**src/rtl/shift_add_mult_ctrl_pkg.sv**
```systemverilog
// Shared constants for the shift-and-add multiplier controller.
package shift_add_mult_ctrl_pkg;

  localparam int MUL_WIDTH = 8;
  localparam int MUL_CNT_W = 3;
  localparam logic [MUL_CNT_W-1:0] MUL_LAST = 3'd7;

  // FSM encodings; 2'b11 is unused and recovers to IDLE.
  localparam logic [1:0] S_IDLE = 2'b00;
  localparam logic [1:0] S_RUN  = 2'b01;
  localparam logic [1:0] S_DONE = 2'b10;

  // Registered result bundle.
  typedef struct packed {
    logic [2*MUL_WIDTH-1:0] p;
    logic                   z;
  } mul_res_t;

  // Builds the result from the upper and lower halves after a shift step.
  function automatic mul_res_t mk_res(input logic [MUL_WIDTH-1:0] hi,
                                      input logic [MUL_WIDTH-1:0] lo);
    mul_res_t r;
    r.p = {hi, lo};
    r.z = (r.p == '0);
    return r;
  endfunction

endpackage

```
**src/rtl/shift_add_mult_ctrl_if.sv**
```systemverilog
// Handshake and operand/result bundle for the multiplier.
interface shift_add_mult_ctrl_if;
  import shift_add_mult_ctrl_pkg::*;

  logic                   start;
  logic [MUL_WIDTH-1:0]   A;
  logic [MUL_WIDTH-1:0]   B;
  logic                   ready;
  logic                   busy;
  logic                   done;
  logic [2*MUL_WIDTH-1:0] P;
  logic                   Z;

  modport master (output start, A, B, input ready, busy, done, P, Z);
  modport slave  (input start, A, B, output ready, busy, done, P, Z);
endinterface

```
**src/rtl/shift_add_mult_ctrl_adder.sv**
```systemverilog
// Ripple-carry adder used as the single shared adder of the multiplier.
module A_8bits_fulladder #(
  parameter int W = 8
) (
  input  logic [W-1:0] A,
  input  logic [W-1:0] B,
  input  logic         Ci,
  output logic [W-1:0] S,
  output logic         Co
);

  logic [W:0] c;

  assign c[0] = Ci;

  // One full-adder cell per bit, carry rippling upward.
  genvar i;
  for (i = 0; i < W; i++) begin : g_bit
    assign S[i]   = A[i] ^ B[i] ^ c[i];
    assign c[i+1] = (A[i] & B[i]) | (c[i] & (A[i] ^ B[i]));
  end

  assign Co = c[W];

endmodule

```
**src/rtl/shift_add_mult_ctrl.sv**
```systemverilog
// Sequential 8x8 unsigned shift-and-add multiplier, fixed 9-cycle latency.
module shift_add_mult_ctrl
  import shift_add_mult_ctrl_pkg::*;
#(
  parameter int WIDTH = 8,
  parameter int CNT_W = 3
) (
  input  logic                 clk,
  input  logic                 rst,
  shift_add_mult_ctrl_if.slave bus
);

  // Only the 8-bit shared adder exists, so other widths cannot be built.
  if (WIDTH != MUL_WIDTH || CNT_W != MUL_CNT_W) begin : g_bad_cfg
    $error("shift_add_mult_ctrl: only WIDTH=8, CNT_W=3 supported");
  end

  logic [1:0]       state;
  logic [WIDTH-1:0] m;
  logic [WIDTH-1:0] acc;
  logic [WIDTH-1:0] q;
  logic [CNT_W-1:0] cnt;
  mul_res_t         res;

  logic [WIDTH-1:0] add_b;
  logic [WIDTH-1:0] sum;
  logic             co;
  logic [WIDTH-1:0] acc_nxt;
  logic [WIDTH-1:0] q_nxt;

  // Multiplicand is added only when the current multiplier LSB is set.
  assign add_b = q[0] ? m : '0;

  A_8bits_fulladder #(.W(WIDTH)) u_add (
    .A  (acc),
    .B  (add_b),
    .Ci (1'b0),
    .S  (sum),
    .Co (co)
  );

  // Shift the {carry, sum, Q} chain right by one; carry lands in Acc MSB.
  always_comb begin
    acc_nxt = {co, sum[WIDTH-1:1]};
    q_nxt   = {sum[0], q[WIDTH-1:1]};
  end

  // Control FSM, iteration counter and partial-product registers.
  always_ff @(posedge clk) begin
    if (rst) begin
      state <= S_IDLE;
      m     <= '0;
      acc   <= '0;
      q     <= '0;
      cnt   <= '0;
      res   <= '{p: '0, z: 1'b1};
    end else begin
      case (state)
        S_IDLE: begin
          if (bus.start) begin
            m     <= bus.A;
            q     <= bus.B;
            acc   <= '0;
            cnt   <= '0;
            state <= S_RUN;
          end
        end
        S_RUN: begin
          acc <= acc_nxt;
          q   <= q_nxt;
          cnt <= cnt + 1'b1;
          if (cnt == MUL_LAST) begin
            res   <= mk_res(acc_nxt, q_nxt);
            state <= S_DONE;
          end
        end
        S_DONE:  state <= S_IDLE;
        default: state <= S_IDLE;
      endcase
    end
  end

  // Status strobes decoded straight from registered state.
  always_comb begin
    bus.ready = (state == S_IDLE);
    bus.busy  = (state == S_RUN);
    bus.done  = (state == S_DONE);
    bus.P     = res.p;
    bus.Z     = res.z;
  end

endmodule

```
**src/flat_wrapper.sv**
```systemverilog
// flat-port wrapper written by rule: the top's interface ports become plain ports
module shift_add_mult_ctrl_flat import shift_add_mult_ctrl_pkg::*;
#(
  parameter int WIDTH = 8,
  parameter int CNT_W = 3
)
  (clk, rst, bus_start, bus_A, bus_B, bus_ready, bus_busy, bus_done, bus_P, bus_Z);
  shift_add_mult_ctrl_if bus_i ();
  input  logic clk;
  input  logic rst;
  input wire logic [$bits(bus_i.start)-1:0] bus_start;
  input wire logic [$bits(bus_i.A)-1:0] bus_A;
  input wire logic [$bits(bus_i.B)-1:0] bus_B;
  output wire logic [$bits(bus_i.ready)-1:0] bus_ready;
  output wire logic [$bits(bus_i.busy)-1:0] bus_busy;
  output wire logic [$bits(bus_i.done)-1:0] bus_done;
  output wire logic [$bits(bus_i.P)-1:0] bus_P;
  output wire logic [$bits(bus_i.Z)-1:0] bus_Z;
  assign bus_i.start = bus_start;
  assign bus_i.A = bus_A;
  assign bus_i.B = bus_B;
  assign bus_ready = bus_i.ready;
  assign bus_busy = bus_i.busy;
  assign bus_done = bus_i.done;
  assign bus_P = bus_i.P;
  assign bus_Z = bus_i.Z;
  shift_add_mult_ctrl #(.WIDTH(WIDTH), .CNT_W(CNT_W)) u_core (.clk(clk), .rst(rst), .bus(bus_i));
endmodule
```
**config.mk**
```make
export PLATFORM = sky130hd
export DESIGN_NAME = shift_add_mult_ctrl_flat
export DESIGN_NICKNAME = d
export VERILOG_FILES = /design/src/rtl/shift_add_mult_ctrl_pkg.sv /design/src/rtl/shift_add_mult_ctrl_if.sv /design/src/rtl/shift_add_mult_ctrl_adder.sv /design/src/rtl/shift_add_mult_ctrl.sv /design/src/flat_wrapper.sv
export SDC_FILE = /design/constraint.sdc
export NUM_CORES = 1
export LEC_CHECK = 0
export CORE_UTILIZATION = 60
export DETAILED_ROUTE_END_ITERATION = 12
export DONT_BUFFER_PORTS = 1
export GPL_ROUTABILITY_DRIVEN = 0
export GPL_TIMING_DRIVEN = 0
export PLACE_DENSITY = 0.78
export SETUP_SLACK_MARGIN = 0.15
export SYNTH_ARGS = -nofsm -noshare
export SYNTH_HDL_FRONTEND = slang
export SYNTH_SLANG_ARGS = --single-unit
```
**constraint.sdc**
```tcl
create_clock -name clk -period 10.9 [get_ports clk]
set_input_delay 1.09 -clock clk [delete_from_list [all_inputs] [get_ports clk]]
set_output_delay 1.09 -clock clk [all_outputs]
set_load 0.02 [all_outputs]
```
=== Word level (Yosys, flattened, before mapping) ===
Cells that the tools add are included.

* Input port bits: 19
* Output and inout bits: 20
* Bits in registers: 46

* Bitwise gates (word level): 37
* Add/sub/neg operators: 1
* Equality and inequality tests: 5
* Multiplexer cells: 10
* Reduce and logical (&&, ||, !) cells: 7

{| class="wikitable"
|+ Operators with widths
! kind !! number
|-
| $pmux 8 s2 || 2
|-
| $mux 8 || 3
|-
| $logic_not 16->1 || 1
|-
| $and 1x1->1 || 15
|-
| $xor 1x1->1 || 15
|-
| $reduce_and 2->1 || 4
|-
| $or 1x1->1 || 7
|-
| $pmux 3 s2 || 1
|-
| $mux 2 || 2
|-
| $pmux 2 s2 || 1
|-
| $add 3x1->3 const B || 1
|-
| $eq 3x3->1 const B || 1
|-
| $mux 3 || 1
|-
| $eq 2x1->1 const B || 1
|-
| $eq 2x2->1 const B || 1
|-
| $logic_not 2->1 || 1
|-
| $ne 2x1->1 const B || 1
|-
| $ne 2x2->1 const B || 1
|-
| $reduce_bool 2->1 || 1
|}

=== Longest topological paths before layout ===
Gate-level depths: netlist of the first run.

* Word-level depth: 17
* Mapped depth: 18

=== Modules after synthesis ===
A second synthesis of the first run with hierarchy kept.

* Cell total of the unflattened synthesis: 246
* Area, all modules: 2,031.9 µm²

{| class="wikitable"
|+ By module, submodules not included
! module !! seq. area each (µm²) !! cells an instance !! area an instance (µm²) !! instances
|-
| shift_add_mult_ctrl || 920.9 || 228 || 1,834.3 || 1
|-
| A_8bits_fulladder || 0.0 || 18 || 197.7 || 1
|}

=== Worst setup path before layout of the first run ===
OpenSTA, ideal clock, no wires.

* Path kind: reg2reg
* Start point: register u_core.q[0]
* End point: register u_core.res, in the netlist u_core.bus.Z
* Slack: 7.352 ns
* Data arrival time: 3.473 ns
* Cell stages (with the launch flop): 19
* Cells stage by stage: dfxtp_1 > clkbuf_1 > and2_1 > ha_1 > inv_1 > fa_1 > fa_1 > inv_1 > fa_1 > fa_1 > inv_1 > fa_1 > inv_1 > fa_1 > inv_1 > fa_1 > and4_1 > nand4_1 > o21ai_0

* Cells in the longest elaborated chain, start to end: 17

{| class="wikitable"
|+ RTL lines
! item !! line !! source
|-
| start, declared || shift_add_mult_ctrl.sv:21 || <nowiki>logic [WIDTH-1:0] q;</nowiki>
|-
| start signal, assigned || shift_add_mult_ctrl.sv:62 || <nowiki>q <= bus.B;</nowiki>
|-
| start signal, assigned || shift_add_mult_ctrl.sv:70 || <nowiki>q <= q_nxt;</nowiki>
|-
| $mux 8 (*) || shift_add_mult_ctrl.sv:32 || <nowiki>assign add_b = q[0] ? m : '0;</nowiki>
|-
| $and 1x1->1 or $xor 1x1->1 (tied branches) || shift_add_mult_ctrl_adder.sv:20, shift_add_mult_ctrl_adder.sv:19 ||
|-
| $and 1x1->1 || shift_add_mult_ctrl_adder.sv:20 || <nowiki>assign c[i+1] = (A[i] & B[i]) | (c[i] & (A[i] ^ B[i]));</nowiki>
|-
| $or 1x1->1 || shift_add_mult_ctrl_adder.sv:20 ||
|-
| $and 1x1->1 || shift_add_mult_ctrl_adder.sv:20 ||
|-
| $or 1x1->1 || shift_add_mult_ctrl_adder.sv:20 ||
|-
| $and 1x1->1 || shift_add_mult_ctrl_adder.sv:20 ||
|-
| $or 1x1->1 || shift_add_mult_ctrl_adder.sv:20 ||
|-
| $and 1x1->1 || shift_add_mult_ctrl_adder.sv:20 ||
|-
| $or 1x1->1 || shift_add_mult_ctrl_adder.sv:20 ||
|-
| $and 1x1->1 || shift_add_mult_ctrl_adder.sv:20 ||
|-
| $or 1x1->1 || shift_add_mult_ctrl_adder.sv:20 ||
|-
| $and 1x1->1 || shift_add_mult_ctrl_adder.sv:20 ||
|-
| $or 1x1->1 || shift_add_mult_ctrl_adder.sv:20 ||
|-
| $and 1x1->1 || shift_add_mult_ctrl_adder.sv:20 ||
|-
| $or 1x1->1 || shift_add_mult_ctrl_adder.sv:20 ||
|-
| $logic_not 16->1 (*) || shift_add_mult_ctrl_pkg.sv:24 || <nowiki>r.z = (r.p == '0);</nowiki>
|-
| end signal, assigned || shift_add_mult_ctrl.sv:56 || <nowiki>res <= '{p: '0, z: 1'b1};</nowiki>
|-
| end signal, assigned || shift_add_mult_ctrl.sv:73 || <nowiki>res <= mk_res(acc_nxt, q_nxt);</nowiki>
|-
| end, declared || shift_add_mult_ctrl.sv:23 || <nowiki>mul_res_t res;</nowiki>
|}

Mark *: on every way between the ends. The rest lies on a longest branch, timed or not.
A chain may end at the register's enable or synchronous reset.

=== Worst setup path in the final report of the first run ===
Same ends and word-level chain as after synthesis.

==> flow_metrics.py, run 1 <==
metrics = {
    "grt": {
        "antenna_found_initial": 0,
        "grt_overflow_total": 0,
        "global_route.usage.total_pct": 26.1,
        "first_global_vias": 1495,
        "first_pass_grt_wire_length_um": 6850,
        "maximum_number_of_pins_on_one_net_before_global_route_repair": 15,
    },
    "timing": {
        "finalHoldViolations": 0,
        "timing_max_transition_violations_final": 0,
        "slew-limit-headroom_pct": 64.1,
        "fmax_ghz": 0.254,
        "timing.clock.skew_ns": 0.0191,
        "totalNegativeSetupSlack_ns": 0,
        "unrepaired_setup_endpoints_after_global_routing": "false",
        "finalSetupViolCount": 0,
        "period_share_pct": 36.2,
        "finalWorstPathRequiredPeriod_ns": 3.94,
        "fin_worst_hold_slack_ns": 0.467,
        "worst_slew_pin_tran_ns": 0.539,
    },
    "drt": {
        "postRouteWirelength_um": 4280,
        "dr.pass1.iters": 4,
        "avgViaCountPerCell": 5.58,
        "drtAntennaViolNets": 0,
        "remaining_drc_errors": 0,
        "drt_iter0_markers": 153,
        "vias": 1630,
        "detailed_route_wire_length_per_cell_um": 14.7,
    },
    "yosys": {
        "synthSimpleGateAreaFrac_pct": 24.7,
        "mappedNetlistArea_sq_mm": 0.00204,
        "post_synth_fa_ha_maj_area_fraction_pct": 8.72,
        "synth-compound-area-share_pct": 13.8,
        "synth-xor-area-share_pct": 0,
        "synth_fp_nets": 269,
        "postSynthCellCount": 240,
        "synth_largest_area_cell": "dfxtp_1",
        "post_synth_main_area_contributors": "dfxtp_1, nand2_1, a21oi_1",
        "seq_area_frac_synth_pct": 45.2,
        "postSynthAreaPerCell_sq_um": 8.49,
        "syn_warnings": 0,
        "muxShareOfSynthArea_pct": 0.552,
        "main_combinational_cell_family_by_area_after_synthesis": "simple AND/OR/NAND/NOR gates",
        "yosysUniqueCellTypes": 33,
        "synthDominantCellAreaShare_pct": 45.2,
        "postSynthRegisterBits": 46,
    },
    "placement": {
        "port-buffer-count": 0,
        "placed_cells": 284,
        "dpl.hpwl_um": 3160,
    },
    "floorplanning": {
        "chipWidth_um": 60.3,
        "floorplan.die.height_um": 60.3,
        "num_io_pins": 39,
        "die_footprint_sq_mm": 0.00363,
        "coreArea_sq_mm": 0.00313,
        "floorplan.initialDensity_pct": 65.2,
        "num_rows": 20,
    },
    "clock_tree": {
        "cts_inserted_buffers": 5,
        "cts_tree": "yes",
        "cts_hold_repair.buffers": 0,
        "clock_insertion_delay_worst_skew_ns": 0.36,
        "cts.root.buffer_cell": "clkbuf_4",
        "cts_buffer_depth": 2,
        "cts_htree_levels": 2,
        "clock_sink_count": 46,
        "number_of_gates_resized_after_cts": 0,
        "cts.reportedPaths.clkPinSlew_ns": 0.15,
        "post-cts-setup-buffers": 0,
    },
    "layout": {
        "final_nets": 276,
        "fin_cells": 292,
        "layout.cells.most_common_list": "nand2_1, dfxtp_1, a21oi_1",
        "synthToLayoutAreaGrowth_pct": 6.51,
        "layout.filler_cells": 268,
        "seqCellArea_sq_um": 921,
        "multi_input_area_sq_um": 972,
        "num_antenna_cells": 0,
        "final_layout_size_suffix_gt1_share_pct": 9.68,
        "mostFrequentLayoutCell": "nand2_1",
    },
    "job": {
        "cap_viol_max_count": 0,
    },
    "power_and_ir_drop": {
        "seq_power_share_pct": 56.9,
        "power_frac_comb_pct": 10.3,
        "power.ir.vdd_worst_mv": 0.0995,
        "p_int_w": 0.000233,
        "total_power_w": 0.000312,
        "power.density_cell_area_mw_per_mm2": 144,
        "netSwitchingFraction_pct": 25.3,
        "switchingPower_w": 0.0000791,
        "power_leakage_nw": 0.781,
        "share_clk_of_total_power_pct": 32.8,
    },
    "worst_setup_path": {
        "criticalPathCategory": "reg -> reg",
        "r2r_cells": 18,
        "path_max_fanout": 9,
        "crit_path_start_kind": "flop",
        "cp.arrival_ns": 4.25,
        "worst-endpoint-required_ns": 11.21,
        "cp-end-kind": "flop",
    },
    "status": {
        "run_status": "complete, no violations",
    },
    "hold_path": {
        "timing.hold.worst_path_depth": 2,
        "class_of_the_worst_hold_path": "reg -> reg",
    },
}
==> power groups by stage <==
stage | registers, W | logic [W] | clock network, W
2_1_floorplan | 0.000180 | 0.0000251 | 0
3_3_place_gp | 0.000181 | 0.0000312 | 0
4_1_cts | 0.000178 | 0.0000320 | 0.000103
5_1_grt | 0.000179 | 0.0000357 | 0.000110
3_5_place_dp | 0.000181 | 0.0000319 | 0
6_report | 0.000178 | 0.0000321 | 0.000103
==> layout make-up <==
type                       count  share of cell area, %
inverter                      10                   1.73
buffer                        17                   4.96
clock inverter                 3                   1.84
clock buffer                   5                   1.73
multi-input combinational    167                   44.8
sequential                    46                   42.4
tap                           44                   2.54
==> worst paths after layout <==
| check | endpoint | startpoint | slack, ns |
|---|---|---|---|
| setup / recovery | u_core.bus.Z$_SDFFE_PP1P_ | u_core.q[0]$_SDFFE_PP0P_ | 6.96 |
| hold / removal | u_core.m[3]$_SDFFE_PP0P_ | u_core.m[3]$_SDFFE_PP0P_ | 0.47 |
| setup reg to reg | u_core.bus.Z$_SDFFE_PP1P_ | u_core.q[0]$_SDFFE_PP0P_ | 6.96 |
| hold reg to reg | u_core.m[3]$_SDFFE_PP0P_ | u_core.m[3]$_SDFFE_PP0P_ | 0.47 |
==> flip-flops by register name (all words and copies together) (netlist names) <==
name,count
u_core.q,8
u_core.acc,8
u_core.cnt,3
u_core.bus.Z,1
u_core.m,8
u_core.bus.P,16
u_core.state,2
==> worst max-delay path, cell delays in order, from the launching register on <==
cell and delay (ns):
dfxtp_1 0.33, clkbuf_1 0.29, and2_1 0.19, ha_1 0.14, inv_1 0.05, fa_1 0.40
fa_1 0.37, inv_1 0.08, fa_1 0.20, fa_1 0.19, inv_1 0.05, fa_1 0.36
inv_1 0.07, fa_1 0.15, inv_1 0.05, fa_1 0.53, and4_1 0.22, nand4_1 0.09
o21ai_0 0.14
==> cell families after synthesis <==
family	Yosys count
AO/OA/AOI/OAI	46
adder cells (fa/ha/maj)	10
buffers and inverters	27
flip-flops	46
multiplexers	1
AND/OR/NAND/NOR	110
==> routing by layer <==
layer | GRT usage, % | wire length, um | vias to the layer above
met5 | 0 | 0 | -
met4 | 7.64 | 48 | 0
met3 | 6.93 | 319 | 6
met2 | 39.7 | 2000 | 64
met1 | 35.9 | 1910 | 746
li1 | - | - | 814
==> cell usage after synthesis (all sizes together) <==
cell / instances
nand2: 63
dfxtp: 46
a21oi: 30
nor2: 17
buf: 11
nand3: 10
inv: 9
a311oi: 8
fa: 7
clkbuf: 6
nand2b: 6
a211oi: 5
and2: 4
ha: 3
nor4: 2
and3b: 1
and4: 1
clkinv: 1
mux2: 1
nand3b: 1
nand4: 1
nor2b: 1
nor3b: 1
nor4b: 1
o21a: 1
o21ai: 1
o21ba: 1
or3b: 1
==> metrics by stage <==
| stage | cell area (sq um) | util, % | setup WS, ns |
|---|---|---|---|
| finish | 2170 | 69.4 | 6.96 |
| global route | 2170 | 69.4 | 6.67 |
| CTS | 2170 | 69.4 | 6.92 |
| detailed placement | 2090 | 66.9 | 6.99 |
| global placement | 2090 | 66.9 | 7.08 |
| floorplan | 2040 | - | 7.35 |
Note: power is estimated with default switching activity, not from simulation.
==> inputs of run 2 (changes only) <==
ABC_AREA = 1   (was default)
clock period = 4 ns   (was 10.9 ns; I/O delays follow)
==> run 2 against run 1 <==
Sequential share of layout area is essentially flat. Hold slack lost 0.40 ns. Register-to-register slack lost 6.6 ns. Routed wire length shrank 0.84%. Sequential cell count is the same. Via count grew 3.9%. Synthesized cell count grew 14%. Count of clock-buffer cells in the layout is the same.
==> flow_metrics.py, run 2 <==
metrics = {
    "status": {
        "run_status": "complete, no violations",
    },
    "drt": {
        "vias": 1693,
        "remaining_drc_errors": 0,
        "drt_iter0_markers": 89,
        "drtAntennaViolNets": 0,
        "avgViaCountPerCell": 5.19,
        "postRouteWirelength_um": 4240,
        "detailed_route_wire_length_per_cell_um": 13.0,
        "dr.pass1.iters": 4,
    },
    "worst_setup_path": {
        "cp.arrival_ns": 3.94,
        "crit_path_start_kind": "flop",
        "cp-end-kind": "flop",
        "r2r_cells": 18,
        "worst-endpoint-required_ns": 4.31,
        "criticalPathCategory": "reg -> reg",
        "path_max_fanout": 9,
    },
    "clock_tree": {
        "cts_hold_repair.buffers": 0,
        "clock_sink_count": 46,
        "cts_htree_levels": 2,
        "cts.root.buffer_cell": "clkbuf_4",
        "cts.reportedPaths.clkPinSlew_ns": 0.14,
        "cts_buffer_depth": 2,
        "cts_inserted_buffers": 5,
        "cts_tree": "yes",
        "clock_insertion_delay_worst_skew_ns": 0.38,
    },
    "timing": {
        "timing.clock.skew_ns": 0.0135,
        "fmax_ghz": 0.276,
        "fin_worst_hold_slack_ns": 0.0709,
        "finalHoldViolations": 0,
        "unrepaired_setup_endpoints_after_global_routing": "true",
        "timing_max_transition_violations_final": 0,
        "slew-limit-headroom_pct": 66.8,
        "totalNegativeSetupSlack_ns": 0,
        "period_share_pct": 90.7,
        "finalSetupViolCount": 0,
        "worst_slew_pin_tran_ns": 0.497,
        "finalWorstPathRequiredPeriod_ns": 3.63,
    },
    "yosys": {
        "postSynthAreaPerCell_sq_um": 7.48,
        "post-synth-top-count-cell": "nand2_1",
        "postSynthRegisterBits": 46,
        "seq_area_frac_synth_pct": 45.1,
        "yosysUniqueCellTypes": 21,
        "syn_warnings": 0,
        "synth_fp_nets": 302,
        "ys_async_sr_fraction_pct": 0,
        "post_synth_main_area_contributors": "dfxtp_1, nand2_1, nor2_1",
        "mappedNetlistArea_sq_mm": 0.00204,
        "synth_commonest_cells": "nand2_1, dfxtp_1, nor2_1, inv_1, o21ai_0",
        "postSynthCellCount": 273,
        "synthDominantCellAreaShare_pct": 45.1,
        "synth_largest_area_cell": "dfxtp_1",
        "dominant_register_cell_in_the_synthesized_netlist": "dfxtp_1",
        "synth_enable_flop_cells": 0,
    },
    "layout": {
        "final_nets": 310,
        "largest_reg_flops": 16,
        "num_antenna_cells": 0,
        "layout.cells.most_common_list": "nand2_1, dfxtp_1, nor2_1",
        "synthToLayoutAreaGrowth_pct": 6.50,
        "final_layout_size_suffix_gt1_share_pct": 8.87,
        "final_design_area_no_fill_sq_mm": 0.00217,
        "mostFrequentLayoutCell": "nand2_1",
    },
    "floorplanning": {
        "num_io_pins": 39,
        "chipWidth_um": 60.3,
        "num_rows": 20,
        "die_footprint_sq_mm": 0.00364,
        "floorplan.die.height_um": 60.3,
        "floorplan.initialDensity_pct": 65.2,
        "coreArea_sq_mm": 0.00313,
    },
    "placement": {
        "port-buffer-count": 0,
        "dpl.hpwl_um": 3150,
        "place_area_sq_mm": 0.00210,
    },
    "grt": {
        "global_route.usage.total_pct": 26.9,
        "first_pass_grt_wire_length_um": 6980,
        "first_global_vias": 1609,
        "maximum_number_of_pins_on_one_net_before_global_route_repair": 16,
        "antenna_found_initial": 0,
        "grt_overflow_total": 0,
    },
    "power_and_ir_drop": {
        "power.ir.vdd_worst_mv": 0.268,
        "power.density_cell_area_mw_per_mm2": 371,
        "power_leakage_nw": 0.951,
    },
    "job": {
        "cap_viol_max_count": 0,
    },
    "hold_path": {
        "timing.hold.worst_path_depth": 1,
        "class_of_the_worst_hold_path": "in -> reg",
    },
}
==> run 2: metrics by stage <==
step	cells	setup WS, ns	util [%]	total power [W]
2_1_floorplan	273	0.487	-	0.000569
3_3_place_gp	317	0.277	67.0	0.000590
3_5_place_dp	317	0.183	67.0	0.000593
4_1_cts	325	0.297	68.9	0.000807
5_1_grt	326	0.101	69.5	0.000848
6_report	326	0.371	69.5	0.000806
==> run 2: report_power, final <==
part	switching [W]	internal, W	leakage [nW]
Combinational	0.0000670	0.0000332	0.545
Sequential	0.00000975	0.000476	0.375
Clock	0.000152	0.0000684	0.0312
==> run 2: kinds of logic after synthesis <==
kind of cell | count (synthesis) | synth area share, %
simple gates | 132 | 26.4
flops | 46 | 45.1
compound gates | 43 | 10.7
buf+inv | 42 | 9.01
fa+ha+maj | 10 | 8.71
==> run 2: final timing paths <==
check,startpoint,to,slack [ns]
max reg2reg,u_core.q[0]$_SDFFE_PP0P_,u_core.acc[6]$_SDFFE_PP0P_,0.37
min reg2reg,u_core.cnt[2]$_SDFFE_PP0P_,u_core.cnt[2]$_SDFFE_PP0P_,0.48
max,u_core.q[0]$_SDFFE_PP0P_,u_core.acc[6]$_SDFFE_PP0P_,0.37
min,rst,u_core.acc[5]$_SDFFE_PP0P_,0.07
==> run 2: repair_timing <==
item                                   in CTS  in global routing
setup buffers                               0                  1
setup endpoints to repair                   1                  3
resized for setup                           1                  6
pin swaps                                   0                  1
endpoints found under the hold margin       0                  0
==> run 2: area by class of cell <==
class / instances / area, sq um
multi-input combinational: 185 / 938
inverter: 31 / 116
tap: 44 / 55.1
timing repair buffer: 1 / 7.51
clock inverter: 3 / 21.3
sequential: 46 / 922
clock buffer: 5 / 37.5
buffer: 11 / 75.1
fill: 276 / 955
==> run 2: critical path, cell delays in order (launching register included) <==
cell     delay [ns]
dfxtp_2        0.34
buf_6          0.13
nand2_1        0.07
inv_1          0.04
ha_1           0.18
inv_1          0.07
fa_2           0.20
fa_1           0.15
inv_1          0.05
fa_1           0.37
fa_1           0.36
inv_1          0.07
fa_1           0.16
inv_1          0.05
fa_1           0.35
inv_1          0.08
fa_1           0.45
or2_2          0.31
a21oi_1        0.11
==> run 2: metal layers <==
metal,wire length [um],vias up,GRT usage [%]
li1,-,867,-
met4,68,0,13.6
met1,1800,772,32.3
met5,0,-,0
met2,2060,49,44.7
met3,314,5,6.28
